[src/rtl/mem_sram_responder.sv]
// mem_sram_responder: single-beat command responder driving an
// asynchronous 32-bit SRAM with programmable read/write wait states.
module mem_sram_responder #(
    parameter int ADDR_BITS = 19,
    parameter int RD_CYCLES = 2,
    parameter int WR_CYCLES = 2
) (
    input  logic                 clk,
    input  logic                 reset,
    input  logic                 mem_cmd_valid,
    output logic                 mem_cmd_ready,
    input  logic                 mem_cmd_instr,
    input  logic                 mem_cmd_wr,
    input  logic [31:0]          mem_cmd_addr,
    input  logic [31:0]          mem_cmd_wdata,
    input  logic [3:0]           mem_cmd_be,
    output logic                 mem_rsp_ready,
    output logic [31:0]          mem_rsp_rdata,
    output logic [ADDR_BITS-1:0] sram_addr,
    output logic [31:0]          sram_wdata,
    output logic                 sram_data_oe,
    input  logic [31:0]          sram_rdata,
    output logic                 sram_ce_,
    output logic                 sram_oe_,
    output logic                 sram_we_,
    output logic [3:0]           sram_be_
);

    localparam int MAX_CYC = (RD_CYCLES > WR_CYCLES) ? RD_CYCLES : WR_CYCLES;
    localparam int CW      = $clog2(MAX_CYC + 1);
    localparam logic [CW-1:0] RD_LOAD = CW'(RD_CYCLES - 1);
    localparam logic [CW-1:0] WR_LOAD = CW'(WR_CYCLES - 1);

    typedef enum logic [2:0] {
        IDLE,
        READ,
        WR_SETUP,
        WR_PULSE,
        WR_HOLD
    } state_t;

    state_t                state_q;
    logic [CW-1:0]         cnt_q;
    logic [3:0]            be_q;
    logic                  rsp_ready_q;
    logic [31:0]           rsp_rdata_q;
    logic [ADDR_BITS-1:0]  addr_q;
    logic [31:0]           wdata_q;
    logic                  data_oe_q;
    logic                  ce_q;
    logic                  oe_q;
    logic                  we_q;
    logic [3:0]            sbe_q;

    // Byte offset, fetch flag and address bits above the SRAM alias away.
    logic unused_bits;
    assign unused_bits = ^{mem_cmd_instr, mem_cmd_addr[1:0],
                           mem_cmd_addr[31:ADDR_BITS+2]};

    // Ready only in IDLE and never while reset is held.
    assign mem_cmd_ready = (state_q == IDLE) && !reset;

    assign mem_rsp_ready = rsp_ready_q;
    assign mem_rsp_rdata = rsp_rdata_q;
    assign sram_addr     = addr_q;
    assign sram_wdata    = wdata_q;
    assign sram_data_oe  = data_oe_q;
    assign sram_ce_      = ce_q;
    assign sram_oe_      = oe_q;
    assign sram_we_      = we_q;
    assign sram_be_      = sbe_q;

    // Access sequencer: all SRAM strobes are registered outputs of this FSM.
    always_ff @(posedge clk) begin
        if (reset) begin
            state_q     <= IDLE;
            cnt_q       <= '0;
            be_q        <= '0;
            rsp_ready_q <= 1'b0;
            rsp_rdata_q <= '0;
            addr_q      <= '0;
            wdata_q     <= '0;
            data_oe_q   <= 1'b0;
            ce_q        <= 1'b1;
            oe_q        <= 1'b1;
            we_q        <= 1'b1;
            sbe_q       <= 4'hF;
        end else begin
            rsp_ready_q <= 1'b0;
            case (state_q)
                IDLE: begin
                    if (mem_cmd_valid) begin
                        addr_q  <= mem_cmd_addr[ADDR_BITS+1:2];
                        wdata_q <= mem_cmd_wdata;
                        be_q    <= mem_cmd_be;
                        if (!mem_cmd_wr) begin
                            state_q <= READ;
                            cnt_q   <= RD_LOAD;
                            ce_q    <= 1'b0;
                            oe_q    <= 1'b0;
                            sbe_q   <= 4'h0;
                        end else if (mem_cmd_be != 4'h0) begin
                            state_q   <= WR_SETUP;
                            ce_q      <= 1'b0;
                            data_oe_q <= 1'b1;
                        end
                    end
                end
                READ: begin
                    if (cnt_q == '0) begin
                        state_q     <= IDLE;
                        rsp_rdata_q <= sram_rdata;
                        rsp_ready_q <= 1'b1;
                        ce_q        <= 1'b1;
                        oe_q        <= 1'b1;
                        sbe_q       <= 4'hF;
                    end else begin
                        cnt_q <= cnt_q - 1'b1;
                    end
                end
                WR_SETUP: begin
                    state_q <= WR_PULSE;
                    cnt_q   <= WR_LOAD;
                    we_q    <= 1'b0;
                    sbe_q   <= ~be_q;
                end
                WR_PULSE: begin
                    if (cnt_q == '0) begin
                        state_q <= WR_HOLD;
                        we_q    <= 1'b1;
                    end else begin
                        cnt_q <= cnt_q - 1'b1;
                    end
                end
                WR_HOLD: begin
                    state_q   <= IDLE;
                    ce_q      <= 1'b1;
                    data_oe_q <= 1'b0;
                    sbe_q     <= 4'hF;
                end
                default: begin
                    state_q <= IDLE;
                end
            endcase
        end
    end

endmodule
[config.mk]
export PLATFORM = sky130hd
export DESIGN_NAME = mem_sram_responder
export DESIGN_NICKNAME = d
export VERILOG_FILES = /design/src/rtl/mem_sram_responder.sv
export SDC_FILE = /design/constraint.sdc
export NUM_CORES = 1
export LEC_CHECK = 0
export ABC_AREA = 1
export BUFFER_PORTS_ARGS = -buffer_cell sky130_fd_sc_hd__buf_4
export CORE_ASPECT_RATIO = 0.7
export CORE_MARGIN = 2
export CORE_UTILIZATION = 49
export DETAILED_ROUTE_END_ITERATION = 10
export PLACE_DENSITY = 0.95
export SYNTH_ARGS = -nofsm -noshare
export SYNTH_HDL_FRONTEND = slang
export SYNTH_SLANG_ARGS = --single-unit
[constraint.sdc]
create_clock -name clk -period 2.55 [get_ports clk]
set_input_delay 0.255 -clock clk [delete_from_list [all_inputs] [get_ports clk]]
set_output_delay 0.255 -clock clk [all_outputs]
set_load 0.05 [all_outputs]
==> impl_summary.md <==
Synthesis
The share of synthesized flip-flops with an asynchronous set or reset is 0%. The number of different library cells in the post-synthesis netlist is 24. In the synthesized netlist the dominant register cell turns out to be dfxtp_1. Summed over all instances, the cell type with the most area after synthesis is dfxtp_1. The cell area that synthesis handed to floorplanning was 0.003910 mm². A synthesized cell averages 7.727 µm².

The main combinational cell family by area after synthesis is simple AND/OR/NAND/NOR gates. By area the synthesized netlist is led by dfxtp_1 52%, a21oi_1 12%, nand3_1 9.2%. The post-synthesis net count is 612. The number of synthesized flops with an enable pin is 0. The synthesized design devotes to its leading area cell type 51.71% of total area. For this run, the number of Yosys warnings is 0. After Yosys synthesis, and, or, nand and nor cells account for 20.93% of the synthesized area. Synthesis handed over a netlist of 506 instances.

The synthesized netlist devotes 16.96% of its cell area to compound gates. Of the synthesized area, sequential elements account for 51.71%. The synthesized netlist devotes 0.3200% of its cell area to adder and majority cells.

The register bit total from synthesis is 101. The xor and xnor area share after synthesis is 0%. The multiplexer fraction of the synthesized cell area is 0%.

Placement
The number of I/O port buffers is 183. The last weighted congestion value of the routability-driven placer is 0.8106. The HPWL after detailed placement is 7612 µm.

Critical path
The maximum single-stage delay on the critical path is 0.47 ns. The sum of buffers and inverters on the critical path is 2. The slowest stage of the critical path belongs to the cell nand3_2. The critical path goes through inv_1, ha_1, nand3_2, buf_4, o21ai_0, a21oi_1. By startpoint and endpoint, the worst setup path is classified as reg -> reg. Broken down by cell family, the worst path's largest delay share belongs to buffers and inverters. The data required time at the worst endpoint is 2.77 ns.

The maximum fanout encountered on the critical timing path is 36. The data arrival time of the critical path is 2.08 ns. The worst setup path is launched from a flop. The worst setup path is captured at a flop.

Routing
Wires add up to 10960 µm. In the routed design, unresolved DRC markers number 0. The post-detailed-route count of antenna-violating nets is 0.

The first routing iteration left 250 violations. The count of TritonRoute iterations in the first routing pass is 5. The number of vias per cell after detailed routing is 5.189. In the final routed layout, each cell accounts on average for 14.16 µm. Detailed routing inserted a total of 4016 vias.

CTS
The number of cells upsized or downsized after cts is 0. The number of hold buffers added after CTS is 0. The number of clock sinks is 101. The maximum count of clock buffers along a single path is 2. The latest clock arrival within the worst-skew pair is 0.34 ns.

The number of setup buffers added after CTS is 0. The clock transition time at the flip-flop clock pins of the worst setup and hold paths is 0.06 ns. TritonCTS built the clock tree.

The clock root buffer master is clkbuf_16. In this run, CTS created clock tree buffers numbering 9. The CTS H-tree depth is 3.

GRT
The global-route met2 utilization is 40.49%. Entering global routing, the biggest net connects 60 pins. Global routing consumed, on the met3 layer, 7.405% of the routing resources. The global routing usage summed across all routing layers is 24.94%. The layer with the highest usage after global routing is met2. The via count of the first global-routing pass came to 3674. After global routing the overflow that remains totals 0. The first global-routing pass estimated 17570 µm of wire. The initial antenna violation count is 0.

Global routing used 30.67% of the available met1 tracks.

Timing
Measured against its own limit, the worst slew margin works out to 27.91%. The final setup TNS is 0 ns. Between clock sinks in the finished design, the worst skew comes to 0.004004 ns. At the pin with the least slew margin, the transition time is 1.075 ns. The final count of pins violating max slew is 0.

The achievable clock frequency is 537.7 MHz. Setup repair after global routing left no endpoint under its margin. Setup violations remaining at the end of the flow were counted as 0. The worst path uses 72.93% of the clock period. The final hold slack is 0.1935 ns. The final-report hold violation count is 0. Counting I/O delays and the setup requirement, the final critical path takes 1.860 ns.

Power and ir drop
Power comes to 5.777 mW. The power density of the placed cells is 1037 mW/mm². The largest vdd supply drop is 0.7628 mV. The cell leakage power is 2.536 nW.

Floorplanning
Measured along the y axis, the die boundary spans 78.74 µm. The die outline width is 110.8 µm. In this run the count of I/O pins placed on the die edge is 198. The floorplan step defined a die boundary enclosing 0.008722 mm².

The floorplan has 27 rows. The initial utilization of the core area, before any placement, comes to 50.10%. The core area is 0.007804 mm².

Outcome
The flow ran to the end, and the final reports show no timing, DRC or antenna violations.

Layout
In the final layout, the share of cells above drive strength 1 is 31.50%. The number of antenna diodes in the final layout is 0. Cells fill 71.36% of the core in the end. The final layout net count is 775. The most common cell after layout, fill and taps aside is buf_4.

The area growth from synthesis to layout is 42.43%. Counting the fill cells in the layout gives 590. The library cells used most frequently in the layout, excluding fill and tap cells, are 188 x buf_4, 101 x dfxtp_1, 90 x a21oi_1.

Flow run
Across the run, the number of max-cap violations was 0.

Worst hold path
The classification of the worst-slack hold path is in -> reg.
cell usage after synthesis (2+ instances only):
cell and n:
nand3_1 72, buf_6 2, nand4_1 2, nand2_4 2
nand2_1 84, nor2_4 2, nor2_1 17, a21oi_1 90
o21ai_0 38, buf_2 10, inv_1 52, clkbuf_1 18
dfxtp_1 101, buf_4 6
worst register-to-register path: cells and delay by family (launching register included):
family	cells	cell delay (ns)
AND/OR/NAND/NOR	1	0.47
AO/OA/AOI/OAI	2	0.26
adder cells (fa/ha/maj)	1	0.22
flip-flops	1	0.32
buffers and inverters	2	0.47
stage by stage:
stage               cells  area (µm²)  setup slack, ns
finish                774        5569           0.6904
global route          774        5569           0.4099
CTS                   774        5569           0.6777
detailed placement    759        5268           0.6859
global placement      759        5268           0.8151
floorplan             506        3910           0.9522
sequential cells by signal, summed over array words and instances (netlist names), 2 cells and up:
| register | count |
|---|---|
| sram_wdata | 32 |
| state_q | 3 |
| cnt_q | 2 |
| sram_be_ | 4 |
| sram_addr | 19 |
| mem_rsp_rdata | 32 |
| be_q | 4 |
power breakdown:
group	switching, mW	leakage, nW	internal [mW]
registers	0.171	0.828	1.87
clock network	0.577	0.141	0.810
logic	1.66	1.57	0.695
cell families (layout without fill, tap and decap cells):
| logic type | Yosys count | after routing |
|---|---|---|
| AND/OR/NAND/NOR | 182 | 182 |
| AO/OA/AOI/OAI | 131 | 131 |
| buffers and inverters | 91 | 258 |
| adder cells (fa/ha/maj) | 1 | 1 |
| flip-flops | 101 | 101 |
final cells by class:
type / instances / area (µm²) / share of cell area (%)
well taps: 101 / 126.4 / 2.269
clock inverters: 3 / 45.04 / 0.8088
clock buffers: 12 / 256.5 / 4.606
multi-input cells: 314 / 1499 / 26.92
repair buffers: 188 / 1411 / 25.34
inverters: 55 / 209.0 / 3.752
flip-flops and latches: 101 / 2022 / 36.31
worst paths after layout:
path | startpoint | depth (start not counted) | end | slack (ns)
setup / recovery | cnt_q[0] | 6 | mem_rsp_rdata[7] | 0.69
hold / removal | mem_cmd_wdata[3] | 3 | sram_wdata[3] | 0.19
setup reg to reg | cnt_q[0] | 6 | mem_rsp_rdata[7] | 0.69
hold reg to reg | mem_rsp_rdata[12] | 2 | mem_rsp_rdata[12] | 0.45
metal layers:
layer	vias up	wire length (µm)
met1	1845	4664
met3	34	710
met2	161	5201
li1	1976	-
met4	0	380
met5	-	0
Power figures use the tool's default switching activity.
